## config.mk

```make
export PLATFORM = sky130hd
export DESIGN_NAME = button_reader_flat
export DESIGN_NICKNAME = d
export VERILOG_FILES = /design/src/rtl/button_reader_pkg.sv /design/src/rtl/button_reader_if.sv /design/src/rtl/button_debounce_cell.sv /design/src/rtl/button_reader.sv /design/src/flat_wrapper.sv
export SDC_FILE = /design/constraint.sdc
export NUM_CORES = 1
export LEC_CHECK = 0
export CORE_MARGIN = 2
export CORE_UTILIZATION = 59
export DETAILED_ROUTE_END_ITERATION = 8
export PLACE_DENSITY_LB_ADDON = 0.3
export SLEW_MARGIN = 20
export SYNTH_ARGS = -nofsm -noshare
export SYNTH_HDL_FRONTEND = slang
export SYNTH_HIERARCHICAL = 1
export SYNTH_SLANG_ARGS = --single-unit
```

## constraint.sdc

```tcl
create_clock -name clk -period 2.2 [get_ports clk]
set_input_delay 0.22 -clock clk [delete_from_list [all_inputs] [get_ports clk]]
set_output_delay 0.22 -clock clk [all_outputs]
set_load 0.005 [all_outputs]
```

## src/rtl/button_reader_pkg.sv

```systemverilog
// Shared definitions for the button_reader block: debounce FSM encoding
// and the helper used to size the debounce and hold counters.
`timescale 1ns/1ps

package button_reader_pkg;

  // Per-channel debounce states. The two *_WAIT states count how long a
  // new level has persisted before it is accepted.
  typedef enum logic [1:0] {
    LOW_STABLE  = 2'd0,
    RISE_WAIT   = 2'd1,
    HIGH_STABLE = 2'd2,
    FALL_WAIT   = 2'd3
  } db_state_t;

  // Counter width able to hold a terminal count of (cycles-1) with one
  // spare bit of headroom, so the counters never wrap.
  function automatic int cnt_w(input int cycles);
    return $clog2(cycles) + 1;
  endfunction

endpackage

```

## src/rtl/button_reader_if.sv

```systemverilog
// Press-event stream: valid/ready handshake carrying the channel index of
// a debounced button press.
`timescale 1ns/1ps

interface button_reader_if #(
  parameter int IDX_W = 3
);
  logic             evt_valid;
  logic             evt_ready;
  logic [IDX_W-1:0] evt_idx;

  // Producer side: the button reader presents events.
  modport master (
    output evt_valid,
    output evt_idx,
    input  evt_ready
  );

  // Consumer side: control logic accepts events.
  modport slave (
    input  evt_valid,
    input  evt_idx,
    output evt_ready
  );
endinterface

```

## src/rtl/button_debounce_cell.sv

```systemverilog
// One button channel: synchroniser, debounce FSM with persistence counter,
// registered level plus press/release pulses. When BUTTON_READER_HOLD_EN is
// defined a saturating hold counter drives a long-press level; otherwise the
// hold output is tied low and no hold counter exists.
`timescale 1ns/1ps

module button_debounce_cell
  import button_reader_pkg::*;
#(
  parameter int SYNC_STAGES     = 2,
  parameter int DEBOUNCE_CYCLES = 1024,
  parameter int HOLD_CYCLES     = 65536
) (
  input  logic clk,
  input  logic rst,
  input  logic btn,
  output logic state,
  output logic press,
  output logic release_pulse,
  output logic hold
);

  localparam int CNT_W = cnt_w(DEBOUNCE_CYCLES);
  localparam logic [CNT_W-1:0] CNT_LAST = CNT_W'(DEBOUNCE_CYCLES - 1);

  logic [SYNC_STAGES-1:0] sync_q;
  logic                   sync;

  db_state_t        fsm, fsm_next;
  logic [CNT_W-1:0] cnt, cnt_next;
  logic             state_next;
  logic             press_next;
  logic             release_next;

  // Bring the asynchronous pin into the clock domain.
  always_ff @(posedge clk) begin
    if (rst) begin
      sync_q <= '0;
    end else begin
      sync_q <= {sync_q[SYNC_STAGES-2:0], btn};
    end
  end

  assign sync = sync_q[SYNC_STAGES-1];

  // Debounce state, persistence counter and registered outputs.
  always_ff @(posedge clk) begin
    if (rst) begin
      fsm           <= LOW_STABLE;
      cnt           <= '0;
      state         <= 1'b0;
      press         <= 1'b0;
      release_pulse <= 1'b0;
    end else begin
      fsm           <= fsm_next;
      cnt           <= cnt_next;
      state         <= state_next;
      press         <= press_next;
      release_pulse <= release_next;
    end
  end

  // Next-state logic: a new level must persist DEBOUNCE_CYCLES sync cycles;
  // any return to the old level restarts from the stable state.
  always_comb begin
    fsm_next     = fsm;
    cnt_next     = cnt;
    state_next   = state;
    press_next   = 1'b0;
    release_next = 1'b0;
    case (fsm)
      LOW_STABLE: begin
        if (sync) begin
          fsm_next = RISE_WAIT;
          cnt_next = CNT_W'(1);
        end
      end
      RISE_WAIT: begin
        if (!sync) begin
          fsm_next = LOW_STABLE;
          cnt_next = '0;
        end else if (cnt == CNT_LAST) begin
          fsm_next   = HIGH_STABLE;
          state_next = 1'b1;
          press_next = 1'b1;
          cnt_next   = '0;
        end else begin
          cnt_next = cnt + 1'b1;
        end
      end
      HIGH_STABLE: begin
        if (!sync) begin
          fsm_next = FALL_WAIT;
          cnt_next = CNT_W'(1);
        end
      end
      FALL_WAIT: begin
        if (sync) begin
          fsm_next = HIGH_STABLE;
          cnt_next = '0;
        end else if (cnt == CNT_LAST) begin
          fsm_next     = LOW_STABLE;
          state_next   = 1'b0;
          release_next = 1'b1;
          cnt_next     = '0;
        end else begin
          cnt_next = cnt + 1'b1;
        end
      end
      default: begin
        fsm_next = LOW_STABLE;
        cnt_next = '0;
      end
    endcase
  end

`ifdef BUTTON_READER_HOLD_EN
  localparam int HOLD_W = cnt_w(HOLD_CYCLES);
  localparam logic [HOLD_W-1:0] HOLD_LAST = HOLD_W'(HOLD_CYCLES - 1);

  logic [HOLD_W-1:0] hold_cnt;
  logic              hold_q;

  // Count consecutive HIGH_STABLE cycles; saturate at the terminal count and
  // keep the long-press level until the debounced release.
  always_ff @(posedge clk) begin
    if (rst) begin
      hold_cnt <= '0;
      hold_q   <= 1'b0;
    end else if (release_next) begin
      hold_cnt <= '0;
      hold_q   <= 1'b0;
    end else if (fsm == HIGH_STABLE) begin
      if (hold_cnt == HOLD_LAST) begin
        hold_q <= 1'b1;
      end else begin
        hold_cnt <= hold_cnt + 1'b1;
      end
    end else begin
      hold_cnt <= '0;
    end
  end

  assign hold = hold_q;
`else
  assign hold = 1'b0;
`endif

endmodule

```

## src/rtl/button_reader.sv

```systemverilog
// Top level of the button reader: WIDTH debounce cells plus the pending
// bits, lowest-index priority select, press-event register and sticky
// OVERFLOW flag. Long-press HOLD outputs are produced only when
// BUTTON_READER_HOLD_EN is defined; otherwise HOLD reads as zero.
`timescale 1ns/1ps

module button_reader
  import button_reader_pkg::*;
#(
  parameter int WIDTH           = 8,
  parameter int SYNC_STAGES     = 2,
  parameter int DEBOUNCE_CYCLES = 1024,
  parameter int HOLD_CYCLES     = 65536,
  parameter int IDX_W           = $clog2(WIDTH)
) (
  input  logic               clk,
  input  logic               rst,
  input  logic [WIDTH-1:0]   btn,
  output logic [WIDTH-1:0]   state,
  output logic [WIDTH-1:0]   press,
  output logic [WIDTH-1:0]   release_pulse,
  output logic [WIDTH-1:0]   hold,
  output logic               overflow,
  button_reader_if.master    evt
);

  logic [WIDTH-1:0] pend;
  logic [WIDTH-1:0] pend_next;
  logic [WIDTH-1:0] clr;
  logic [WIDTH-1:0] cand;
  logic             accept;
  logic             lost;
  logic             evt_valid_q;
  logic [IDX_W-1:0] evt_idx_q;

  // Lowest set bit of v; zero when v is empty (valid is driven separately).
  function automatic logic [IDX_W-1:0] lowest_idx(input logic [WIDTH-1:0] v);
    logic [IDX_W-1:0] idx;
    idx = '0;
    for (int i = WIDTH - 1; i >= 0; i--) begin
      if (v[i]) idx = IDX_W'(i);
    end
    return idx;
  endfunction

  for (genvar g = 0; g < WIDTH; g++) begin : g_cell
    button_debounce_cell #(
      .SYNC_STAGES     (SYNC_STAGES),
      .DEBOUNCE_CYCLES (DEBOUNCE_CYCLES),
      .HOLD_CYCLES     (HOLD_CYCLES)
    ) u_cell (
      .clk           (clk),
      .rst           (rst),
      .btn           (btn[g]),
      .state         (state[g]),
      .press         (press[g]),
      .release_pulse (release_pulse[g]),
      .hold          (hold[g])
    );
  end

  assign accept = evt_valid_q & evt.evt_ready;

  // Pending-bit bookkeeping: the accepted channel is cleared, a new press
  // sets its bit (set beats clear), and a press landing on a still-pending
  // bit is a lost event.
  always_comb begin
    clr       = '0;
    if (accept) clr = WIDTH'(1) << evt_idx_q;
    cand      = pend & ~clr;
    pend_next = cand | press;
    lost      = |(press & cand);
  end

  // Pending bits, event register and sticky overflow. The event register
  // reloads when empty or on the accepting cycle, so a held-high ready
  // drains one event per cycle and a low ready freezes valid/index.
  always_ff @(posedge clk) begin
    if (rst) begin
      pend        <= '0;
      evt_valid_q <= 1'b0;
      evt_idx_q   <= '0;
      overflow    <= 1'b0;
    end else begin
      pend <= pend_next;
      if (lost) overflow <= 1'b1;
      if (!evt_valid_q || accept) begin
        evt_valid_q <= |cand;
        evt_idx_q   <= lowest_idx(cand);
      end
    end
  end

  assign evt.evt_valid = evt_valid_q;
  assign evt.evt_idx   = evt_idx_q;

endmodule

```

## src/flat_wrapper.sv

```systemverilog
// flat-port wrapper written by rule: the top's interface ports become plain ports
module button_reader_flat import button_reader_pkg::*;
#(
  parameter int WIDTH           = 8,
  parameter int SYNC_STAGES     = 2,
  parameter int DEBOUNCE_CYCLES = 1024,
  parameter int HOLD_CYCLES     = 65536,
  parameter int IDX_W           = $clog2(WIDTH)
)
  (clk, rst, btn, state, press, release_pulse, hold, overflow, evt_evt_valid, evt_evt_idx, evt_evt_ready);
  button_reader_if #(.IDX_W(IDX_W)) evt_i ();
  input  logic clk;
  input  logic rst;
  input  logic [WIDTH-1:0] btn;
  output logic [WIDTH-1:0] state;
  output logic [WIDTH-1:0] press;
  output logic [WIDTH-1:0] release_pulse;
  output logic [WIDTH-1:0] hold;
  output logic overflow;
  output wire logic [$bits(evt_i.evt_valid)-1:0] evt_evt_valid;
  output wire logic [$bits(evt_i.evt_idx)-1:0] evt_evt_idx;
  input wire logic [$bits(evt_i.evt_ready)-1:0] evt_evt_ready;
  assign evt_evt_valid = evt_i.evt_valid;
  assign evt_evt_idx = evt_i.evt_idx;
  assign evt_i.evt_ready = evt_evt_ready;
  button_reader #(.WIDTH(WIDTH), .SYNC_STAGES(SYNC_STAGES), .DEBOUNCE_CYCLES(DEBOUNCE_CYCLES), .HOLD_CYCLES(HOLD_CYCLES), .IDX_W(IDX_W)) u_core (.clk(clk), .rst(rst), .btn(btn), .state(state), .press(press), .release_pulse(release_pulse), .hold(hold), .overflow(overflow), .evt(evt_i));
endmodule
```

=== Word level (Yosys, flattened, before mapping) ===
Cells that the tools add are included.

* Div/mod/pow operators: 0
* Shift-type cells: 1
* Order comparisons: 0
* $add $sub $neg: 8
* $mul: 0
* Muxes and demuxes: 161
* Bitwise logic cells: 29
* Reduce and logical (&&, ||, !) cells: 60
* Equality and inequality tests: 96

{| class="wikitable"
|+ Operators by type and width
! operator !! count
|-
| $mux W11 || 40
|-
| $pmux W11 S4 || 8
|-
| $mux W2 || 48
|-
| $ne A2 B2 Y1 const B || 48
|-
| $add A11 B1 Y11 const B || 8
|-
| $eq A11 B10 Y1 const B || 8
|-
| $pmux W2 S4 || 8
|-
| $ne A3 B3 Y1 const B || 16
|-
| $reduce_or A3 Y1 || 16
|-
| $mux W1 || 40
|-
| $reduce_and A5 Y1 || 8
|-
| $eq A2 B2 Y1 const B || 16
|-
| $reduce_and A4 Y1 || 8
|-
| $mux W3 || 8
|-
| $not A1 Y1 || 24
|-
| $and A8 B8 Y8 || 2
|-
| $eq A2 B1 Y1 const B || 8
|-
| $logic_not A2 Y1 || 8
|-
| $pmux W1 S2 || 8
|-
| $reduce_and A2 Y1 || 8
|-
| $reduce_bool A2 Y1 || 8
|-
| $reduce_or A8 Y1 || 2
|-
| $mux W8 || 1
|-
| $not A8 Y8 || 1
|-
| 5 further kinds || 5
|}

* Memories: 0
* Flip-flop bits (word level): 157
* Bits in read-only memories: 0
* Output and inout bits: 37
* Bits in latches: 0
* Bits of input ports: 11
* Bits in writable memories: 0
* Word-level logic and storage cells: 407

=== Longest topological paths before layout ===
Gate-level depths: netlist (run 1).

* Word-level depth: 12
* Mapped depth: 6
* Gate-level depth less buffers: 5

=== Cells and area by module ===
Netlist (run 1), hierarchy kept.

{| class="wikitable"
|+ Modules (own cells, without submodules)
! module !! area an instance (um^2) !! instances !! seq. area each (um^2) !! cells an instance
|-
| button_debounce_cell (u_core.g_cell[0].u_cell ...) || 845.8 || 5 || 360.3 || 99
|-
| button_debounce_cell (u_core.g_cell[5].u_cell ...) || 865.8 || 3 || 360.3 || 97
|-
| button_reader || 604.3 || 1 || 260.2 || 73
|}

=== Worst setup path after synthesis (run 1) ===
OpenSTA, ideal clock, no wires.

* Path type: flip-flop to flip-flop
* From: register u_core.g_cell[5].u_cell.cnt[0]
* To: register u_core.g_cell[5].u_cell.cnt[5]
* Path buffers: 1
* Data arrival time: 1.554 ns
* Period minus slack after synthesis: 1.679 ns
* Data required time: 2.076 ns
* Stages on the path, launching flop included: 7
* Setup time: 0.124 ns
* Setup slack: 0.521 ns
* Cells stage by stage: dfxtp_1 -> ha_1 -> nand3_4 -> or4_1 -> buf_2 -> a31oi_1 -> o22ai_1

* Cells in the longest elaborated chain, start to end: 4
* Elaborated cells between the ends (all ways): 6
* Classes of those cells: 1 x add/sub; 1 x eq/ne; 4 x mux

{| class="wikitable"
|+ Ends and longest elaborated chain
! item !! line !! text
|-
| from (decl) || button_debounce_cell.sv:30 || <nowiki>logic [CNT_W-1:0] cnt, cnt_next;</nowiki>
|-
| from (signal assigned) || button_debounce_cell.sv:56 || <nowiki>cnt <= cnt_next;</nowiki>
|-
| $add A11 B1 Y11 / $eq A11 B10 Y1 (equally long branches) || -- ||
|-
| $mux W11 (*) || button_debounce_cell.sv:82, button_debounce_cell.sv:101 ||
|-
| $mux W11 (on tied branches) || button_debounce_cell.sv:98, button_debounce_cell.sv:79 ||
|-
| $pmux W11 S4 (*) || button_debounce_cell.sv:71 || <nowiki>case (fsm)</nowiki>
|}

Every way passes the cells marked *; elsewhere a longest branch is shown, timed or not.
A chain may end at the register's enable or synchronous reset.

=== Final worst setup path (run 1) ===
* From: register u_core.g_cell[3].u_cell.cnt[0]
* To: register u_core.g_cell[3].u_cell.press

* Cells in the longest elaborated chain, start to end: 2

{| class="wikitable"
|+ Ends and longest elaborated chain
! item !! line !! text
|-
| from (decl) || button_debounce_cell.sv:30 ||
|-
| from (signal assigned) || button_debounce_cell.sv:56 ||
|-
| $eq A11 B10 Y1 || button_debounce_cell.sv:82 || <nowiki>end else if (cnt == CNT_LAST) begin</nowiki>
|-
| $mux W1 || button_debounce_cell.sv:82 ||
|-
| to (signal assigned) || button_debounce_cell.sv:58 || <nowiki>press <= press_next;</nowiki>
|-
| to (decl) || button_debounce_cell.sv:18 || <nowiki>output logic press,</nowiki>
|}

Every way passes these cells.

==> metrics, run 1 <==
commonest non-fill, non-tap cell in the layout dfxtp_1; # rows 40; Core Area 12,200 um2; Main synth FF type dfxtp_1; Overflow after GRT 0; largest net degree at the start of global routing 57; Hold Buf Count CTS 0; count of different cell masters after synthesis 59; worst path cell trace ha_1 -> and3_1 -> nand4_1 -> nor4b_1; number of gates resized after CTS 0; min Tclk post-route 1.90 ns; Worst-path clk slew 0.06 ns; Reg2Reg Setup Slack 0.30 ns; Die Span X 116 um; hold crit path type primary input to flip-flop; vias in the first global route 5,956; RSZ-0062 raised after global routing no; Total Routing Usage GR 24.4%; cts bufs inserted 17; synthesized flop and latch total ~160; syn_area_per_cell 8.65 um2; WHS Path Cells 2; Slew Viols, Final 0; clock skew 0.00592 ns; max_cap viols 0; hold wc startpoint rst; Slew headroom 52.5%; Cell Area, Synth 7430 um2; Achievable Freq 527 MHz; ys async rst share 0%; TNS Setup 0 ns; first-pass GRT wire length between 20 and 30 mm; largest stage delay on the critical path 0.53 ns; pwr dens approximately 730 nW/um2; port bufs 39; DRT antenna net count 0; CP delay by family, top simple AND/OR/NAND/NOR gates; nets@finish 898; H-tree depth 4; Mapped Cells 859; worst path buffer plus inverter count 0; yosys warns 6; DRC violations left 0; Layout area overhead 13.8%; critical path class flip-flop to flip-flop; Initial Util approximately three fifths; vias 6,477; Final setup violation count 0; register area share after synthesis 42.3%; Least-Margin Pin Slew 0.707 ns; Crit. Startpoint u_core/g_cell[3].u_cell/cnt[0]; Ant. Diodes 0; vias per inst a little over 6; FF-to-FF path depth 4; CP Capture Type flip-flop; Startpoint Class flip-flop; postcts setup bufs 0; WL/cell 15.2 um; Final Hold Fails 0; post-detail-place hpwl 11.0 mm; Worst EP arrival between 2 and 2.5 ns; clk_lat worst skew 0.42 ns; syn nets 878; initial antenna violation count 0; die height 116 um; R2R Path Start u_core/g_cell[3].u_cell/cnt[0]; Longest Clk Path Bufs 2; Ports 48; Die ar. 13,500 um2; gpl congestion 0.885; R2R Path End u_core/g_cell[3].u_cell/press; first drt pass iteration count 5; Worst VDD drop 0.000604 V; Post-synth EDFFs 0; clock root cell clkbuf_16; CP Max Fanout 9; status finished, final reports clean; fraction of layout cells with a size suffix above 1 7.40%; drt initial violations 657; critical path required time 2.46 ns; LEAKAGE 2.89 nW; slowest CP cell nor4b_1; CTS tree yes; Design Power 6.21 mW; Min Hold Slack between 0.3 and 0.4 ns; Tcrit/Tclk final between 80% and 90%; CTS Sinks 157; Total Wirelength 16.1 mm; commonest cells after routing, fill and taps aside dfxtp_1, nand2_1, a21oi_1
## cells in the mapped netlist, types with 9 or more instances
cell type / instances / share of area (%)
nor2_1: 46 / 2.3
nand2_1: 74 / 3.7
nor4_1: 12 / 1.0
clkbuf_1: 9 / 0.45
or3_1: 11 / 0.93
nand4_1: 23 / 1.9
a31oi_1: 29 / 2.4
a21oi_1: 49 / 3.3
o21ai_1: 22 / 1.5
o21ai_0: 30 / 2.0
or4_1: 9 / 0.91
buf_2: 18 / 1.2
nand3_1: 37 / 2.5
and3_1: 10 / 0.84
and4_1: 19 / 2.2
nor2b_1: 17 / 1.4
inv_1: 34 / 1.7
nor3_1: 27 / 1.8
nor4b_1: 10 / 1.2
buf_4: 13 / 1.3
xor2_1: 11 / 1.3
nand2b_1: 30 / 2.5
dfxtp_1: 157 / 42
## layer usage
metal | GRT usage [%] | routed length, um
met4 | 9.60 | 253
met2 | 41.5 | 7930
met3 | 6.02 | 825
met5 | 0 | 0
met1 | 29.8 | 7070
## kinds of logic (layout without fill, tap and decap cells)
family                     after synthesis  in the layout  synth area share, %
and+or+nand+nor                        388            388                 31.2
AOI/OAI and AO/OA                      195            195                 16.3
DFF                                    157            157                 42.3
buffers and inverters                   79            112                 5.03
xor gates and xnor gates                24             24                 3.33
adders and majority gates                8              8                 1.35
other                                    8              8                0.404
## sequential cells by signal (all words and copies together) (netlist names), named ones only
signal and flops:
u_core/g_cell.u_cell/press 8, u_core/evt.evt_idx 3, u_core/g_cell.u_cell/sync_q 16, u_core/pend 8
u_core/g_cell.u_cell/release_pulse 8, u_core/g_cell.u_cell/fsm 8, u_core/evt.evt_valid 1, u_core/overflow 1
u_core/g_cell.u_cell/state 8, u_core/g_cell.u_cell/cnt 88
## worst reg2reg max path, cell delays in order (launching register included)
cell and delay (ns):
dfxtp_1 0.40, ha_1 0.21, and3_1 0.37, nand4_1 0.23, nor4b_1 0.53
## metrics by stage
| step | cell area, um2 | setup slack, ns | cells | utilization, % |
|---|---|---|---|---|
| final | 8460 | 0.301 | 1060 | 69.6 |
| after global routing | 8460 | 0.205 | 1060 | 69.6 |
| after CTS | 8460 | 0.330 | 1060 | 69.6 |
| after detailed placement | 7840 | 0.305 | 1028 | 64.4 |
| after global placement | 7840 | 0.359 | 1028 | 64.4 |
| after floorplan | 7430 | 0.521 | 859 | - |
## worst max-delay path by stage
stage | depth (start not counted) | endpoint | slack, ns
3_3_place_gp | 6 | u_core/evt.evt_idx[1] | 0.36
6_report | 4 | u_core/g_cell[3].u_cell/press | 0.30
5_1_grt | 5 | u_core/g_cell[7].u_cell/cnt[5] | 0.21
3_5_place_dp | 6 | u_core/evt.evt_idx[1] | 0.31
4_1_cts | 5 | u_core/g_cell[6].u_cell/cnt[1] | 0.33
2_1_floorplan | 6 | u_core/g_cell[5].u_cell/cnt[5] | 0.52
## report_power, final
group / internal (mW) / total, mW / switching, mW / leakage [nW]
Combinational: 0.0916 / 0.221 / 0.129 / 1.32
Sequential: 2.87 / 2.91 / 0.0349 / 1.27
Clock: 1.95 / 3.08 / 1.13 / 0.302
Total: 4.91 / 6.21 / 1.30 / 2.89
## cell type report
class | count | area [um2]
multi-input cells | 623 | 3910
fillers | 952 | 3700
flip-flops and latches | 157 | 3140
clock buffers | 20 | 457
repair buffers | 46 | 440
well taps | 168 | 210
clock inverters | 12 | 168
inverters | 34 | 128
Note: power is estimated with default switching activity, not from simulation.
==> inputs of run 2 (changes only) <==
--- a/config.mk
+++ b/config.mk
@@ -8,6 +8,7 @@
 export CORE_MARGIN = 2
 export CORE_UTILIZATION = 59
 export DETAILED_ROUTE_END_ITERATION = 8
+export HOLD_SLACK_MARGIN = 0.02
 export PLACE_DENSITY_LB_ADDON = 0.3
 export SLEW_MARGIN = 20
 export SYNTH_ARGS = -nofsm -noshare
==> results of run 2 <==
Final layout, timing and power as in run 1 (identical DEF).
